File: src/rtl/rf_port_arbiter_if.sv
// ============================================================================
//  Module   : rf_port_arbiter_if
//  Purpose  : Bundles both requester handshakes and the register-file access
//             port served by rf_port_arbiter.
//  Revision : 1.0  initial release
// ============================================================================
`default_nettype none

interface rf_port_arbiter_if #(
    parameter int DATA_W = 32,
    parameter int ADDR_W = 5
);
    // Requester A (control unit)
    logic              a_req;
    logic              a_write;
    logic [ADDR_W-1:0] a_addr;
    logic [DATA_W-1:0] a_wdata;
    logic              a_gnt;
    logic              a_done;
    logic [DATA_W-1:0] a_rdata;

    // Requester B (debug/load port)
    logic              b_req;
    logic              b_write;
    logic [ADDR_W-1:0] b_addr;
    logic [DATA_W-1:0] b_wdata;
    logic              b_gnt;
    logic              b_done;
    logic [DATA_W-1:0] b_rdata;

    // Register file access port
    logic [ADDR_W-1:0] rf_addr;
    logic [DATA_W-1:0] rf_wdata;
    logic              rf_we;
    logic              rf_re;
    logic [DATA_W-1:0] rf_rdata;

    logic              busy;

    // Requesters and the register file model drive this side
    modport master (
        output a_req, a_write, a_addr, a_wdata,
        output b_req, b_write, b_addr, b_wdata,
        output rf_rdata,
        input  a_gnt, a_done, a_rdata,
        input  b_gnt, b_done, b_rdata,
        input  rf_addr, rf_wdata, rf_we, rf_re, busy
    );

    // The arbiter drives this side
    modport slave (
        input  a_req, a_write, a_addr, a_wdata,
        input  b_req, b_write, b_addr, b_wdata,
        input  rf_rdata,
        output a_gnt, a_done, a_rdata,
        output b_gnt, b_done, b_rdata,
        output rf_addr, rf_wdata, rf_we, rf_re, busy
    );
endinterface

`default_nettype wire

File: src/rtl/rf_port_arbiter.sv
// ============================================================================
//  Module   : rf_port_arbiter
//  Purpose  : Round-robin arbiter and one-transaction sequencer for the single
//             access port of the 32x32 register file (REG32 + DECODER_5x32).
//             Cycle N = GRANT (gnt pulse), N+1 = ACCESS (strobe),
//             then WAIT (reads only) and RESP (done pulse).
//  Revision : 1.0  initial release
// ============================================================================
`default_nettype none

module rf_port_arbiter #(
    parameter int DATA_W     = 32,
    parameter int ADDR_W     = 5,
    parameter int RD_LAT     = 1,   // 1..7
    parameter int PROTECT_R0 = 1
) (
    input  wire logic        CLK,
    input  wire logic        RESET,
    rf_port_arbiter_if.slave bus
);

    localparam logic [2:0] LAT_LOAD = 3'(RD_LAT);

    typedef enum logic [2:0] {
        IDLE   = 3'd0,
        GRANT  = 3'd1,
        ACCESS = 3'd2,
        WAIT   = 3'd3,
        RESP   = 3'd4
    } state_t;

    state_t            state;
    state_t            state_nxt;

    logic              owner_b;     // 1: current transaction belongs to B
    logic              last_b;      // 1: B was granted most recently
    logic              op_write;
    logic [ADDR_W-1:0] op_addr;
    logic [DATA_W-1:0] op_wdata;
    logic [2:0]        count;
    logic [DATA_W-1:0] a_rdata_q;
    logic [DATA_W-1:0] b_rdata_q;

    logic              any_req;
    logic              pick_b;
    logic              wr_blocked;

    // B wins when it is the only requester, or on a tie when A went last
    assign any_req    = bus.a_req | bus.b_req;
    assign pick_b     = bus.b_req & (~bus.a_req | ~last_b);
    assign wr_blocked = (PROTECT_R0 != 0) && (op_addr == '0);

    // State register; reset aborts any transaction in flight
    always_ff @(posedge CLK or negedge RESET) begin
        if (!RESET) begin
            state <= IDLE;
        end else begin
            state <= state_nxt;
        end
    end

    // Next-state decode
    always_comb begin
        state_nxt = state;
        case (state)
            IDLE:    if (any_req) state_nxt = GRANT;
            GRANT:   state_nxt = ACCESS;
            ACCESS:  state_nxt = op_write ? RESP : WAIT;
            WAIT:    if (count == 3'd1) state_nxt = RESP;
            RESP:    state_nxt = IDLE;
            default: state_nxt = IDLE;
        endcase
    end

    // Arbitration pointer, latched request fields, latency counter, read data
    always_ff @(posedge CLK or negedge RESET) begin
        if (!RESET) begin
            owner_b   <= 1'b0;
            last_b    <= 1'b1;
            op_write  <= 1'b0;
            op_addr   <= '0;
            op_wdata  <= '0;
            count     <= 3'd0;
            a_rdata_q <= '0;
            b_rdata_q <= '0;
        end else begin
            case (state)
                IDLE: begin
                    if (any_req) begin
                        owner_b  <= pick_b;
                        last_b   <= pick_b;
                        op_write <= pick_b ? bus.b_write : bus.a_write;
                        op_addr  <= pick_b ? bus.b_addr  : bus.a_addr;
                        op_wdata <= pick_b ? bus.b_wdata : bus.a_wdata;
                    end
                end
                ACCESS: begin
                    if (!op_write) count <= LAT_LOAD;
                end
                WAIT: begin
                    count <= count - 3'd1;
                    if (count == 3'd1) begin
                        if (owner_b) b_rdata_q <= bus.rf_rdata;
                        else         a_rdata_q <= bus.rf_rdata;
                    end
                end
                default: ;
            endcase
        end
    end

    // Outputs are decoded from state so reset clears them immediately
    assign bus.busy     = (state != IDLE);
    assign bus.a_gnt    = (state == GRANT) & ~owner_b;
    assign bus.b_gnt    = (state == GRANT) &  owner_b;
    assign bus.a_done   = (state == RESP)  & ~owner_b;
    assign bus.b_done   = (state == RESP)  &  owner_b;
    assign bus.rf_we    = (state == ACCESS) &  op_write & ~wr_blocked;
    assign bus.rf_re    = (state == ACCESS) & ~op_write;
    assign bus.rf_addr  = (state == IDLE) ? '0 : op_addr;
    assign bus.rf_wdata = (state == IDLE) ? '0 : op_wdata;
    assign bus.a_rdata  = a_rdata_q;
    assign bus.b_rdata  = b_rdata_q;

endmodule

`default_nettype wire

File: src/flat_wrapper.sv
// flat-port wrapper written by rule: the top's interface ports become plain ports
module rf_port_arbiter_flat 
#(
    parameter int DATA_W     = 32,
    parameter int ADDR_W     = 5,
    parameter int RD_LAT     = 1,          
    parameter int PROTECT_R0 = 1
)
  (CLK, RESET, bus_a_req, bus_a_write, bus_a_addr, bus_a_wdata, bus_b_req, bus_b_write, bus_b_addr, bus_b_wdata, bus_rf_rdata, bus_a_gnt, bus_a_done, bus_a_rdata, bus_b_gnt, bus_b_done, bus_b_rdata, bus_rf_addr, bus_rf_wdata, bus_rf_we, bus_rf_re, bus_busy);
  rf_port_arbiter_if #(.DATA_W(DATA_W), .ADDR_W(ADDR_W)) bus_i ();
  input  wire logic CLK;
  input  wire logic RESET;
  input wire logic [$bits(bus_i.a_req)-1:0] bus_a_req;
  input wire logic [$bits(bus_i.a_write)-1:0] bus_a_write;
  input wire logic [$bits(bus_i.a_addr)-1:0] bus_a_addr;
  input wire logic [$bits(bus_i.a_wdata)-1:0] bus_a_wdata;
  input wire logic [$bits(bus_i.b_req)-1:0] bus_b_req;
  input wire logic [$bits(bus_i.b_write)-1:0] bus_b_write;
  input wire logic [$bits(bus_i.b_addr)-1:0] bus_b_addr;
  input wire logic [$bits(bus_i.b_wdata)-1:0] bus_b_wdata;
  input wire logic [$bits(bus_i.rf_rdata)-1:0] bus_rf_rdata;
  output wire logic [$bits(bus_i.a_gnt)-1:0] bus_a_gnt;
  output wire logic [$bits(bus_i.a_done)-1:0] bus_a_done;
  output wire logic [$bits(bus_i.a_rdata)-1:0] bus_a_rdata;
  output wire logic [$bits(bus_i.b_gnt)-1:0] bus_b_gnt;
  output wire logic [$bits(bus_i.b_done)-1:0] bus_b_done;
  output wire logic [$bits(bus_i.b_rdata)-1:0] bus_b_rdata;
  output wire logic [$bits(bus_i.rf_addr)-1:0] bus_rf_addr;
  output wire logic [$bits(bus_i.rf_wdata)-1:0] bus_rf_wdata;
  output wire logic [$bits(bus_i.rf_we)-1:0] bus_rf_we;
  output wire logic [$bits(bus_i.rf_re)-1:0] bus_rf_re;
  output wire logic [$bits(bus_i.busy)-1:0] bus_busy;
  assign bus_i.a_req = bus_a_req;
  assign bus_i.a_write = bus_a_write;
  assign bus_i.a_addr = bus_a_addr;
  assign bus_i.a_wdata = bus_a_wdata;
  assign bus_i.b_req = bus_b_req;
  assign bus_i.b_write = bus_b_write;
  assign bus_i.b_addr = bus_b_addr;
  assign bus_i.b_wdata = bus_b_wdata;
  assign bus_i.rf_rdata = bus_rf_rdata;
  assign bus_a_gnt = bus_i.a_gnt;
  assign bus_a_done = bus_i.a_done;
  assign bus_a_rdata = bus_i.a_rdata;
  assign bus_b_gnt = bus_i.b_gnt;
  assign bus_b_done = bus_i.b_done;
  assign bus_b_rdata = bus_i.b_rdata;
  assign bus_rf_addr = bus_i.rf_addr;
  assign bus_rf_wdata = bus_i.rf_wdata;
  assign bus_rf_we = bus_i.rf_we;
  assign bus_rf_re = bus_i.rf_re;
  assign bus_busy = bus_i.busy;
  rf_port_arbiter #(.DATA_W(DATA_W), .ADDR_W(ADDR_W), .RD_LAT(RD_LAT), .PROTECT_R0(PROTECT_R0)) u_core (.CLK(CLK), .RESET(RESET), .bus(bus_i));
endmodule
File: config.mk
export PLATFORM = sky130hd
export DESIGN_NAME = rf_port_arbiter_flat
export DESIGN_NICKNAME = d
export VERILOG_FILES = /design/src/rtl/rf_port_arbiter_if.sv /design/src/rtl/rf_port_arbiter.sv /design/src/flat_wrapper.sv
export SDC_FILE = /design/constraint.sdc
export NUM_CORES = 1
export LEC_CHECK = 0
export BUFFER_PORTS_ARGS = -buffer_cell sky130_fd_sc_hd__buf_2
export CORE_ASPECT_RATIO = 0.9
export CORE_MARGIN = 2
export CORE_UTILIZATION = 43
export CTS_CLUSTER_SIZE = 16
export DETAILED_ROUTE_END_ITERATION = 8
export PLACE_DENSITY = 0.79
export SLEW_MARGIN = 40
export SYNTH_ARGS = -nofsm -noshare
export SYNTH_HDL_FRONTEND = slang
export SYNTH_SLANG_ARGS = --single-unit
File: constraint.sdc
create_clock -name CLK -period 1.8 [get_ports CLK]
set_input_delay 0.36 -clock CLK [delete_from_list [all_inputs] [get_ports CLK]]
set_output_delay 0.36 -clock CLK [all_outputs]
set_load 0.01 [all_outputs]
# Word level (Yosys, flattened, before mapping)
# Cells that the tools add are included.
# Widths: inputs -> output; s select.
[totals]
ff_bits = 110
[classes]
n_eq_ne = 8
n_bitwise = 15
n_mux = 11
add_sub_neg = 1
n_reduce_logical = 9
[op_table]
columns = ["cell", "count"]
rows = [
  ["$mux 32", 2],
  ["$mux 3", 4],
  ["$pmux 3 s4", 1],
  ["$mux 5", 2],
  ["$and 1x1->1", 8],
  ["$eq 3x1->1 const B", 2],
  ["$eq 3x2->1 const B", 2],
  ["$pmux 3 s2", 1],
  ["$reduce_and 2->1", 3],
  ["$reduce_and 3->1", 2],
  ["$logic_not 5->1", 1],
  ["$not 1->1", 5],
  ["$ne 2x1->1 const B", 2],
  ["$eq 3x3->1 const B", 1],
  ["$logic_not 3->1", 1],
  ["$reduce_bool 3->1", 1],
  ["$sub 3x1->3 const B", 1],
  ["$ne 2x2->1 const B", 1],
  ["$or 1x1->1", 2],
  ["$reduce_bool 2->1", 1],
  ["$mux 1", 1],
]

# Longest topological paths before layout
# Gate-level depths: netlist of the first run.
[logic_depth]
ltp_word = 4
depth_mapped = 7

# Least setup slack after synthesis of the first run
# OpenSTA, ideal clock, no wires.
[synth_path]
kind = "register -> output"
startpoint = "register u_core.state[0]"
endpoint = "output port bus_rf_wdata[17]"
path_buffers = 3
stages_incl_launch_ff = 7
required_time_ns = 1.440
slack_ns = 0.059
arrival_ns = 1.381
path_cell_list = "dfrtp_1 -> buf_2 -> nor3_4 -> inv_2 -> clkbuf_1 -> clkbuf_1 -> and2_1"
[synth_between]
elab_chain_cells = 2
[synth_rtl]
columns = ["element", "line_no", "source"]
rows = [
  ["from (decl)", "rf_port_arbiter.sv:32", "state_t state;"],
  ["from (signal assigned)", "rf_port_arbiter.sv:58", "state <= state_nxt;"],
  ["$logic_not 3->1", "rf_port_arbiter.sv:121", "assign bus.rf_wdata = (state == IDLE) ? '0 : op_wdata;"],
  ["$mux 32", "rf_port_arbiter.sv:121", ""],
  ["to (decl)", "flat_wrapper.sv:29", "output wire logic [$bits(bus_i.rf_wdata)-1:0] bus_rf_wdata;"],
]
# Every way passes these cells.

# Worst setup path in the final report of the first run
[layout_path]
startpoint = "register u_core.state[2]"
endpoint = "output port bus_rf_addr[1]"
[layout_between]
elab_chain_cells = 2
[layout_rtl]
columns = ["element", "line_no", "source"]
rows = [
  ["$logic_not 3->1", "rf_port_arbiter.sv:120", "assign bus.rf_addr = (state == IDLE) ? '0 : op_addr;"],
  ["$mux 5", "rf_port_arbiter.sv:120", ""],
  ["to (decl)", "flat_wrapper.sv:28", "output wire logic [$bits(bus_i.rf_addr)-1:0] bus_rf_addr;"],
]
# Every way passes these cells.

==> summary.md, run 1 <==
| Metric | Value |
|---|---|
| Synth area leaders | `dfrtp_1 55%, mux2_4 9.1%, mux2_2 7.3%` |
| Post-synth ARST share | `100.0%` |
| Critical-path maximum fanout | `5` |
| Logic gate share of total power | `58.4%` |
| Pin count of the biggest net entering global routing | `41` |
| Crit path buf inv count | `4` |
| RSZ-0062 raised after global routing | `true` |
| Top cell by count, worst path | `buf_6` |
| Warnings, synthesis | `0` |
| GRT overflow | `0` |
| Post-synth EDFFs | `0` |
| Drt total wl | `15710 µm` |
| Vias | `4167` |
| Sequential cell area fraction in the yosys report | `55.59%` |
| Chip width | `117.1 µm` |
| Final Slew Violations | `0` |
| Crit. End Element | `output pin` |
| Worst Hold Class | `in2reg` |
| Clk Tree Root Cell | `clkbuf_16` |
| Syn Area/Cell | `13.57 µm²` |
| Switching part of the total | `35.84%` |
| Slowest-stage cell, CP | `dfrtp_1` |
| WL/cell | `20.51 µm` |
| Syn Nets | `479` |
| Rel. slew slack | `68.47%` |
| Syn Inst Count | `365` |
| Num CTS Buffers | `9` |
| Most used cells in the layout excluding fill and tap cells | `182 x buf_2, 107 x dfrtp_1, 55 x mux2_4, 45 x buf_6, 38 x o32ai_1` |
| Fin nets | `720` |
| Clock Sinks | `110` |
| Primary FF master, synth | `dfrtp_1` |
| Register bit count reported by yosys | `110` |
| Tcrit/Tclk final | `109.6%` |
| Status | `finished, violations left` |
| Worst path cell trace | `buf_6, nor3_4, buf_6, inv_8, and2_4, buf_6` |
| Clock Skew | `0.009085 ns` |
| Crit Path Class | `reg2out` |
| Worst EP required | `1.44 ns` |
| Area growth syn-to-layout | `52.69%` |
| First-pass GRT wire length | `20800 µm` |
| Die ar. | `12400 µm²` |
| Vias in the first global route | `4133` |
| RePlAce Congestion | `0.8494` |
| Pleak | `3.699 nW` |
| Worst-Margin Slew | `0.4714 ns` |
| Max Clk Rate | `507.1 MHz` |
| Initial antenna violation count | `0` |
| Core area | `11340 µm²` |
| Die Y | `105.8 µm` |
| Largest stage delay on the critical path | `0.41 ns` |
| Max-Cap Viols | `0` |
| Clk_lat worst skew | `0.35 ns` |
| Area leader, netlist | `dfrtp_1` |
| Num rows | `37` |
| CTS tree | `built` |
| Initial Util | `43.67%` |
| Cell variety after synth | `37` |
| Tot Pwr | `15.67 mW` |
| Int Pwr | `10.05 mW` |
| # diodes | `0` |
| Pre-CTS WS | `-0.02461 ns` |
| DR vias/cell | `5.440` |
| Violated checks | `setup timing` |
| Clk slew on worst S/H paths | `0.07 ns` |
| Max IR drop VDD | `854.6 µV` |
| Total GRT Usage | `21.70%` |
| P_sw | `5.616 mW` |
| Dpl hpwl | `9370 µm` |
| Final hold vios | `0` |
| Commonest non-fill, non-tap cell in the layout | `buf_2` |
| IO Count | `220` |
| Drc violations | `0` |
| Nature of the critical path startpoint | `register` |
| Fin crit period | `1.972 ns` |
| Critical path's top delay family | `buffers and inverters` |
| Share of layout cells above drive strength 1 | `67.38%` |
| Starting DRT DRC Count | `298` |
| Port Buf Inserts | `219` |
| Final setup violation count | `70` |
| Antenna viol nets, final | `0` |
| # H-tree levels | `3` |
| Synthesized area | `4954 µm²` |
| Power share of the clock group | `12.7%` |
| DR pass1 iterations | `4` |
| Part of the power in registers | `29.0%` |
| Final core utilization | `66.69%` |
| CP arrival | `1.61 ns` |
| Final worst slack | `-0.1721 ns` |
| Cell Pwr Density | `2072 nW/µm²` |
| Post-synth top area share | `55.06%` |
| Clock Path Buffers | `2` |
Yosys cell counts (all sizes together), types with 2 or more instances:
library cell / count
a22o: 2
nand3b: 4
nor2: 5
inv: 6
nand2b: 2
nor3: 6
ha: 2
a2bb2oi: 38
and2: 38
buf: 13
mux2: 64
dfrtp: 109
nand2: 3
o32ai: 38
clkbuf: 20
o2bb2ai: 2
nor4: 2
kinds of logic (layout without fill, tap and decap cells):
kind of cell | after synthesis | count (layout) | share of synthesized area [%]
AOI/OAI and AO/OA | 84 | 84 | 14.73
adders and majority gates | 2 | 2 | 0.5051
buffers and inverters | 39 | 284 | 3.839
DFF | 110 | 110 | 55.60
muxes | 65 | 65 | 17.02
and+or+nand+nor | 65 | 65 | 8.310
per-stage QoR:
step	cells	area (µm²)	hold WS, ns	setup TNS [ns]
final	766	7564	0.2566	-7.561
after global routing	766	7564	0.2471	-12.32
after CTS	752	6808	0.2464	-4.166
after detailed placement	724	6305	0.2634	-0.4672
after global placement	724	6305	0.2606	0
after floorplan	365	4954	0.06441	0
registers in the layout, indices dropped and copies added (netlist names):
register	cells
u_core.owner_b	1
u_core.last_b	1
u_core.op_addr	5
u_core.op_wdata	32
u_core.bus.a_rdata	32
u_core.count	3
u_core.bus.b_rdata	32
u_core.op_write	1
u_core.state	3
final cells by class:
type | instances | area [µm²]
Clock buffer | 9 | 225.2
Timing Repair Buffer | 257 | 1848
Inverter | 6 | 36.28
Fill cell | 804 | 3779
Tap cell | 156 | 195.2
Clock inverter | 6 | 68.82
Multi-Input combinational cell | 216 | 2371
Sequential cell | 110 | 2756
Timing Repair inverter | 6 | 62.56
what timing repair did:
| action | 4_1_cts | 5_1_grt |
|---|---|---|
| buffers inserted | 7 | 8 |
| hold buffers | 1 | 0 |
| cloned | 5 | 7 |
| gates resized for setup | 24 | 125 |
| endpoints found under the setup margin | 73 | 89 |
| hold endpoints to repair | 17 | 0 |
| pin swaps | 16 | 5 |
power by group through the flow:
stage	registers (mW)	clock network, mW	logic, mW
6_report	4.54	1.99	9.14
5_1_grt	4.67	2.15	9.63
4_1_cts	4.41	2.03	6.73
3_5_place_dp	4.42	0	6.16
3_3_place_gp	4.36	0	5.99
2_1_floorplan	4.66	0	3.45
final timing paths:
check	start	end	slack, ns	cells after the start
max	u_core.state[2]	bus_rf_addr[1]	-0.17	6
min	bus_rf_rdata[1]	u_core.bus.b_rdata[1]	0.26	2
max reg2reg	u_core.count[1]	u_core.bus.b_rdata[27]	-0.12	8
min reg2reg	u_core.bus.b_rdata[1]	u_core.bus.b_rdata[1]	0.51	1
max in group asynchronous	RESET	u_core.bus.a_rdata[20]	0.80	3
min in group asynchronous	RESET	u_core.bus.b_rdata[15]	0.45	2
per-layer routing:
metal / vias up / track usage [%] / share of wire (%)
li1: 1862 / - / -
met1: 2127 / 25.99 / 39
met2: 146 / 38.40 / 55
met3: 32 / 4.313 / 4.2
met4: 0 / 7.731 / 2.3
met5: - / 0 / 0
Power figures use the tool's default switching activity.
==> run 2: changes to the inputs <==
--- a/config.mk
+++ b/config.mk
@@ -11,7 +11,7 @@
 export CORE_UTILIZATION = 43
 export CTS_CLUSTER_SIZE = 16
 export DETAILED_ROUTE_END_ITERATION = 8
-export PLACE_DENSITY = 0.79
+export PLACE_DENSITY = 0.81
 export SLEW_MARGIN = 40
 export SYNTH_ARGS = -nofsm -noshare
 export SYNTH_HDL_FRONTEND = slang
==> run 2 against run 1 <==
Against the previous run: sequential power about the same; the flow still finishes with violations (setup timing); non-clock buffer count fell by 8; via count decreased by 2.5%; final area is 6.8% lower; critical endpoint is now bus_rf_wdata[9]; maximum frequency is 2.5% higher; largest cell class unchanged.
==> summary.md, run 2 (synthesis results as in run 1) <==
| Metric | Value |
|---|---|
| Status | `finished, violations left` |
| Violated checks | `setup timing` |
| Area growth syn-to-layout | `42.36%` |
| Switching part of the total | `36.89% (+1.0 points)` |
| Power share of the clock group | `14.8% (+2.1 points)` |
| Pin count of the biggest net entering global routing | `41 (unchanged)` |
| Core area | `11340 µm² (unchanged)` |
| Clock Sinks | `110 (unchanged)` |
| Chip width | `117.1 µm (unchanged)` |
| Initial Util | `43.67% (unchanged)` |
| Pre-CTS WS | `-0.03154 ns (-0.006926 ns)` |
| Critical path's top delay family | `flip-flops` |
| Worst-Margin Slew | `0.7231 ns (+0.2517 ns)` |
| Dpl hpwl | `9304 µm (-0.71%)` |
| Num rows | `37 (unchanged)` |
| # diodes | `0 (unchanged)` |
| Clk_lat worst skew | `0.34 ns (about the same)` |
| Logic gate share of total power | `51.7% (-6.7 points)` |
| Commonest non-fill, non-tap cell in the layout | `buf_2` |
| Antenna viol nets, final | `0 (unchanged)` |
| DR vias/cell | `5.387 (-0.97%)` |
| Worst EP required | `1.44 ns (about the same)` |
| Drc violations | `0 (unchanged)` |
| Worst Hold Class | `in2reg` |
| Tcrit/Tclk final | `106.9% (-2.6 points)` |
| Die Y | `105.8 µm (unchanged)` |
| Int Pwr | `8.512 mW (-15%)` |
| Clk Tree Root Cell | `clkbuf_16` |
| Max-Cap Viols | `0 (unchanged)` |
| CP arrival | `1.56 ns (-0.05 ns)` |
| Final setup violation count | `38 (-46%)` |
| Clock Path Buffers | `2 (unchanged)` |
| Clk slew on worst S/H paths | `0.07 ns (about the same)` |
| Total GRT Usage | `21.65% (-0.053 points)` |
| Die ar. | `12400 µm² (unchanged)` |
| Final hold vios | `0 (unchanged)` |
| Nature of the critical path startpoint | `register` |
| Max IR drop VDD | `875.2 µV (+2.4%)` |
| Fin nets | `708 (-1.7%)` |
| Critical-path maximum fanout | `10 (+5)` |
| Most used cells in the layout excluding fill and tap cells | `214 x buf_2, 105 x dfrtp_1, 62 x mux2_4, 38 x o32ai_1, 38 x a2bb2oi_1` |
| CTS tree | `built` |
| Part of the power in registers | `33.5% (+4.5 points)` |
| IO Count | `220 (unchanged)` |
| # H-tree levels | `3 (unchanged)` |
| Pleak | `3.480 nW (-5.9%)` |
| Rel. slew slack | `51.69% (-17 points)` |
| GRT overflow | `0 (unchanged)` |
| Final Slew Violations | `0 (unchanged)` |
| Share of layout cells above drive strength 1 | `59.36% (-8.0 points)` |
| Largest stage delay on the critical path | `0.44 ns (+0.03 ns)` |
| First-pass GRT wire length | `20960 µm (+0.76%)` |
| Worst hold-check slack | `0.2636 ns (+0.007044 ns)` |
| Worst path cell trace | `nor3_4, bufinv_8, and2_1, buf_2` |
| Final setup TNS | `-3.894 ns (+3.667 ns)` |
| RePlAce Congestion | `0.8418 (-0.89%)` |
| Max Clk Rate | `519.5 MHz (+2.5%)` |
| Final worst slack | `-0.1249 ns (+0.04717 ns)` |
| Num CTS Buffers | `9 (unchanged)` |
| Port Buf Inserts | `219 (unchanged)` |
| Vias in the first global route | `4163 (+0.73%)` |
| Clock Skew | `0.009223 ns (+0.0001374 ns)` |
| RSZ-0062 raised after global routing | `true` |
| Vias | `4062 (-2.5%)` |
| P_sw | `4.975 mW (-11%)` |
| Starting DRT DRC Count | `249 (-16%)` |
| Crit. End Element | `output pin` |
| Fin crit period | `1.925 ns (-0.04717 ns)` |
| Crit Path Class | `reg2out` |
| DR pass1 iterations | `4 (unchanged)` |
| Drt total wl | `14330 µm (-8.8%)` |
| Crit path buf inv count | `2 (-2)` |
| WL/cell | `19.01 µm (-7.3%)` |
| Initial antenna violation count | `0 (unchanged)` |
| Slowest-stage cell, CP | `dfrtp_2` |
| Cell Pwr Density | `1913 nW/µm² (-7.7%)` |
## run 2: repair_timing
item	CTS	global route
hold buffers	1	0
pin swaps	1	2
endpoints found under the hold margin	29	0
cloned	2	4
setup endpoints to repair	74	102
gates resized for setup	17	54
buffers inserted	5	3
## run 2: layout make-up
| cell class | instances | area [µm²] |
|---|---|---|
| timing repair buffer | 249 | 1538 |
| sequential | 110 | 2759 |
| clock buffer | 9 | 225.2 |
| clock inverter | 6 | 70.07 |
| fill | 892 | 4290 |
| inverter | 6 | 36.28 |
| multi-input combinational | 216 | 2211 |
| tap | 156 | 195.2 |
| timing repair inverter | 2 | 17.52 |
## run 2: layer usage
layer  up-vias  GRT usage (%)  wire length [µm]
met3        23          3.738               585
met2       122          37.37              7538
li1       1827              -                 -
met5         -              0                 0
met4         0          6.723               244
met1      2090          27.58              5964
## run 2: final timing paths
kind	slack (ns)	endpoint	start	cells past startpoint
setup / recovery	-0.12	bus_rf_wdata[9]	u_core.state[2]	4
hold / removal	0.26	u_core.bus.b_rdata[30]	bus_rf_rdata[30]	2
setup reg to reg	0.01	u_core.bus.b_rdata[20]	u_core.count[1]	8
hold reg to reg	0.51	u_core.bus.a_rdata[9]	u_core.bus.a_rdata[9]	1
max in group asynchronous	0.70	u_core.bus.a_rdata[1]	RESET	3
min in group asynchronous	0.51	u_core.bus.a_rdata[16]	RESET	2
## run 2: power by group through the flow
stage	registers, mW	clock network, mW	logic, mW
6_report	4.52	1.99	6.98
3_5_place_dp	4.46	0	6.08
3_3_place_gp	4.39	0	5.93
5_1_grt	4.65	2.14	7.44
2_1_floorplan	4.66	0	3.45
4_1_cts	4.44	2.04	6.43
## run 2: stage by stage
stage | total power, mW | utilization (%) | area (µm²) | std cells
final | 13.49 | 62.17 | 7052 | 754
after global routing | 14.24 | 62.17 | 7052 | 754
after CTS | 12.91 | 59.45 | 6743 | 747
after detailed placement | 10.53 | 55.52 | 6297 | 724
after global placement | 10.32 | 55.48 | 6292 | 724
after floorplan | 8.112 | - | 4954 | 365
==> run 3: changes to the inputs <==
--- a/config.mk
+++ b/config.mk
@@ -8,7 +8,7 @@
 export BUFFER_PORTS_ARGS = -buffer_cell sky130_fd_sc_hd__buf_2
 export CORE_ASPECT_RATIO = 0.9
 export CORE_MARGIN = 2
-export CORE_UTILIZATION = 43
+export CORE_UTILIZATION = 45
 export CTS_CLUSTER_SIZE = 16
 export DETAILED_ROUTE_END_ITERATION = 8
 export PLACE_DENSITY = 0.81
==> constraint.sdc (replaced) <==
create_clock -name CLK -period 1.78 [get_ports CLK]
set_input_delay 0.356 -clock CLK [delete_from_list [all_inputs] [get_ports CLK]]
set_output_delay 0.356 -clock CLK [all_outputs]
set_load 0.01 [all_outputs]
==> run 3 against run 2 <==
Against the previous run: the flow still finishes with violations (setup timing); count of clock-buffer cells in the layout unchanged; hold slack worse by 0.015 ns; final cell count down 1.3%; die area down 4.3%; critical path depth up 1; non-clock buffer count up 10; via count up 0.74%; final area up 3.2%; sequential share of layout area down 1.2 points; combinational power up 15%; first-iteration DRC count down 1.6%; largest power group unchanged; register-to-register slack worse by 0.03 ns.
==> summary.md, run 3 (synthesis results as in run 1) <==
| Metric | Value |
|---|---|
| Final hold vios | `0 (unchanged)` |
| CP arrival | `1.64 ns (+0.08 ns)` |
| DR pass1 iterations | `4 (unchanged)` |
| Worst Hold Class | `in2reg` |
| Area growth syn-to-layout | `46.86%` |
| P_sw | `5.347 mW (+7.5%)` |
| Clk_lat worst skew | `0.35 ns (about the same)` |
| Drt total wl | `15040 µm (+4.9%)` |
| Worst EP required | `1.42 ns (-0.02 ns)` |
| Clk slew on worst S/H paths | `0.08 ns (about the same)` |
| Port Buf Inserts | `219 (unchanged)` |
| DR vias/cell | `5.500 (+2.1%)` |
| Fin nets | `720 (+1.7%)` |
| Violated checks | `setup timing` |
| Flop2flop setup slack | `-0.02 ns (-0.03 ns)` |
| Core area | `10770 µm² (-5.1%)` |
| Initial antenna violation count | `0 (unchanged)` |
| Final setup violation count | `52 (+37%)` |
| Non-Filler Instances | `744 (-1.3%)` |
| CTS tree | `built` |
| Fill count | `781 (-12%)` |
| RePlAce Congestion | `0.8932 (+6.1%)` |
| Int Pwr | `9.346 mW (+9.8%)` |
| Rel. slew slack | `56.34% (+4.6 points)` |
| Num rows | `36 (-2.7%)` |
| Num CTS Buffers | `9 (unchanged)` |
| Initial Util | `46.01% (+2.3 points)` |
| Drc violations | `0 (unchanged)` |
| Max-Cap Viols | `0 (unchanged)` |
| # diodes | `0 (unchanged)` |
| Clock Sinks | `110 (unchanged)` |
| Status | `finished, violations left` |
| Antenna viol nets, final | `0 (unchanged)` |
| Max IR drop VDD | `976.6 µV (+12%)` |
| Vias | `4092 (+0.74%)` |
| Total GRT Usage | `23.41% (+1.8 points)` |
| Clk Tree Root Cell | `clkbuf_16` |
| Max Clk Rate | `501.6 MHz` |
| GRT overflow | `0 (unchanged)` |
| Vias in the first global route | `4262 (+2.4%)` |
| Most used cells in the layout excluding fill and tap cells | `199 x buf_2, 107 x dfrtp_1, 62 x mux2_4, 38 x o32ai_1, 38 x a2bb2oi_1` |
| WL/cell | `20.21 µm (+6.3%)` |
| Logic gate share of total power | `54.5% (+2.8 points)` |
| First-pass GRT wire length | `21840 µm (+4.2%)` |
| Commonest non-fill, non-tap cell in the layout | `buf_2` |
| Power share of the clock group | `14.6% (-0.2 points)` |
| Post-DP Area | `6264 µm² (-0.54%)` |
| Dpl hpwl | `9367 µm (+0.68%)` |
| Share of layout cells above drive strength 1 | `63.01% (+3.6 points)` |
| Part of the power in registers | `30.9% (-2.6 points)` |
| Tot Pwr | `14.69 mW (+8.9%)` |
| Fin crit period | `1.993 ns` |
| Crit. End Element | `output pin` |
| Sequential cell area | `2756 µm² (about the same)` |
| Placed Cells | `702 (-3.0%)` |
| Final worst slack | `-0.2135 ns (-0.08853 ns)` |
| Starting DRT DRC Count | `245 (-1.6%)` |
| # H-tree levels | `3 (unchanged)` |
| Cell Pwr Density | `2020 nW/µm² (+5.6%)` |
| Area of the multi-input gates | `2260 µm² (+2.2%)` |
| Critical-path maximum fanout | `5 (-5)` |
| Pin count of the biggest net entering global routing | `50 (+22%)` |
| IO Count | `220 (unchanged)` |
| Design area | `7274 µm² (+3.2%)` |
| Crit Path Class | `reg2out` |
| Die Y | `103.5 µm (-2.2%)` |
| Tcrit/Tclk final | `112.0%` |
| Chip width | `114.6 µm (-2.2%)` |
| Pleak | `3.613 nW (+3.8%)` |
| Worst-Margin Slew | `0.6535 ns (-0.06957 ns)` |
| RSZ-0062 raised after global routing | `true` |
| Die ar. | `11860 µm² (-4.3%)` |
| Clock Skew | `0.01247 ns (+0.003250 ns)` |
| Clock Path Buffers | `2 (unchanged)` |
| Final Slew Violations | `0 (unchanged)` |
| Nature of the critical path startpoint | `register` |
| Switching part of the total | `36.39% (-0.50 points)` |
-- run 3: changes by cell type in the layout (fill, tap and decap cells not counted), moves of 3 or more --
cell	previous run	this run
nor3_2	1	4
buf_2	214	199
buf_6	9	26
buf_4	13	23
and2_4	3	19
and2_1	35	19
-- run 3: timing repair --
item,in CTS,in global routing
setup endpoints to repair,74,107
setup buffers,9,8
gates resized for setup,51,56
cloned,4,4
hold endpoints to repair,21,0
hold buffers,1,0
pin swaps,12,6
-- run 3: path summary, 6_finish.rpt --
path	start	to	cells past startpoint
max reg2reg	u_core.count[1]	u_core.bus.b_rdata[23]	8
max	u_core.state[2]	bus_rf_wdata[18]	5
min	bus_rf_rdata[11]	u_core.bus.b_rdata[11]	2
min in group asynchronous	RESET	u_core.op_wdata[12]	2
min reg2reg	u_core.bus.a_rdata[26]	u_core.bus.a_rdata[26]	1
max in group asynchronous	RESET	u_core.last_b	3
-- run 3: final cells by class --
class	count	share of cell area, %
flip-flops and latches	110	37.89
multi-input cells	216	31.06
repair buffers	259	23.22
clock buffers	9	3.096
well taps	133	2.288
clock inverters	7	1.376
inverters	6	0.5504
repair inverters	4	0.5160
-- run 3: through the flow --
step,util [%],hold slack [ns],setup TNS [ns],worst slack [ns]
floorplan,-,0.06041,0,0.04338
global placement,58.14,0.2701,-0.7258,-0.08460
detailed placement,58.18,0.2788,-1.377,-0.05710
CTS,64.28,0.2321,-5.909,-0.1827
global route,67.57,0.2404,-12.11,-0.2975
finish,67.57,0.2486,-7.612,-0.2135
-- run 3: power groups by stage --
stage	Clock [mW]	Sequential (mW)	Combinational (mW)
final	2.15	4.54	8.00
after global routing	2.28	4.67	8.47
after CTS	2.19	4.48	7.34
after detailed placement	0	4.48	6.21
after global placement	0	4.42	6.04
after floorplan	0	4.71	3.49
-- run 3: worst max-delay path: stages (launching register included) --
cell      delay (ns)
dfrtp_1         0.40
buf_6           0.13
nor3_4          0.23
bufinv_8        0.26
and2_4          0.14
buf_2           0.13
-- run 3: routing by layer --
layer | global-route usage [%] | vias to the layer above | routed length, µm
li1 | - | 1848 | -
met1 | 28.14 | 2102 | 6070
met2 | 41.67 | 121 | 7974
met3 | 4.798 | 21 | 722
met4 | 7.404 | 0 | 272
met5 | 0 | - | 0
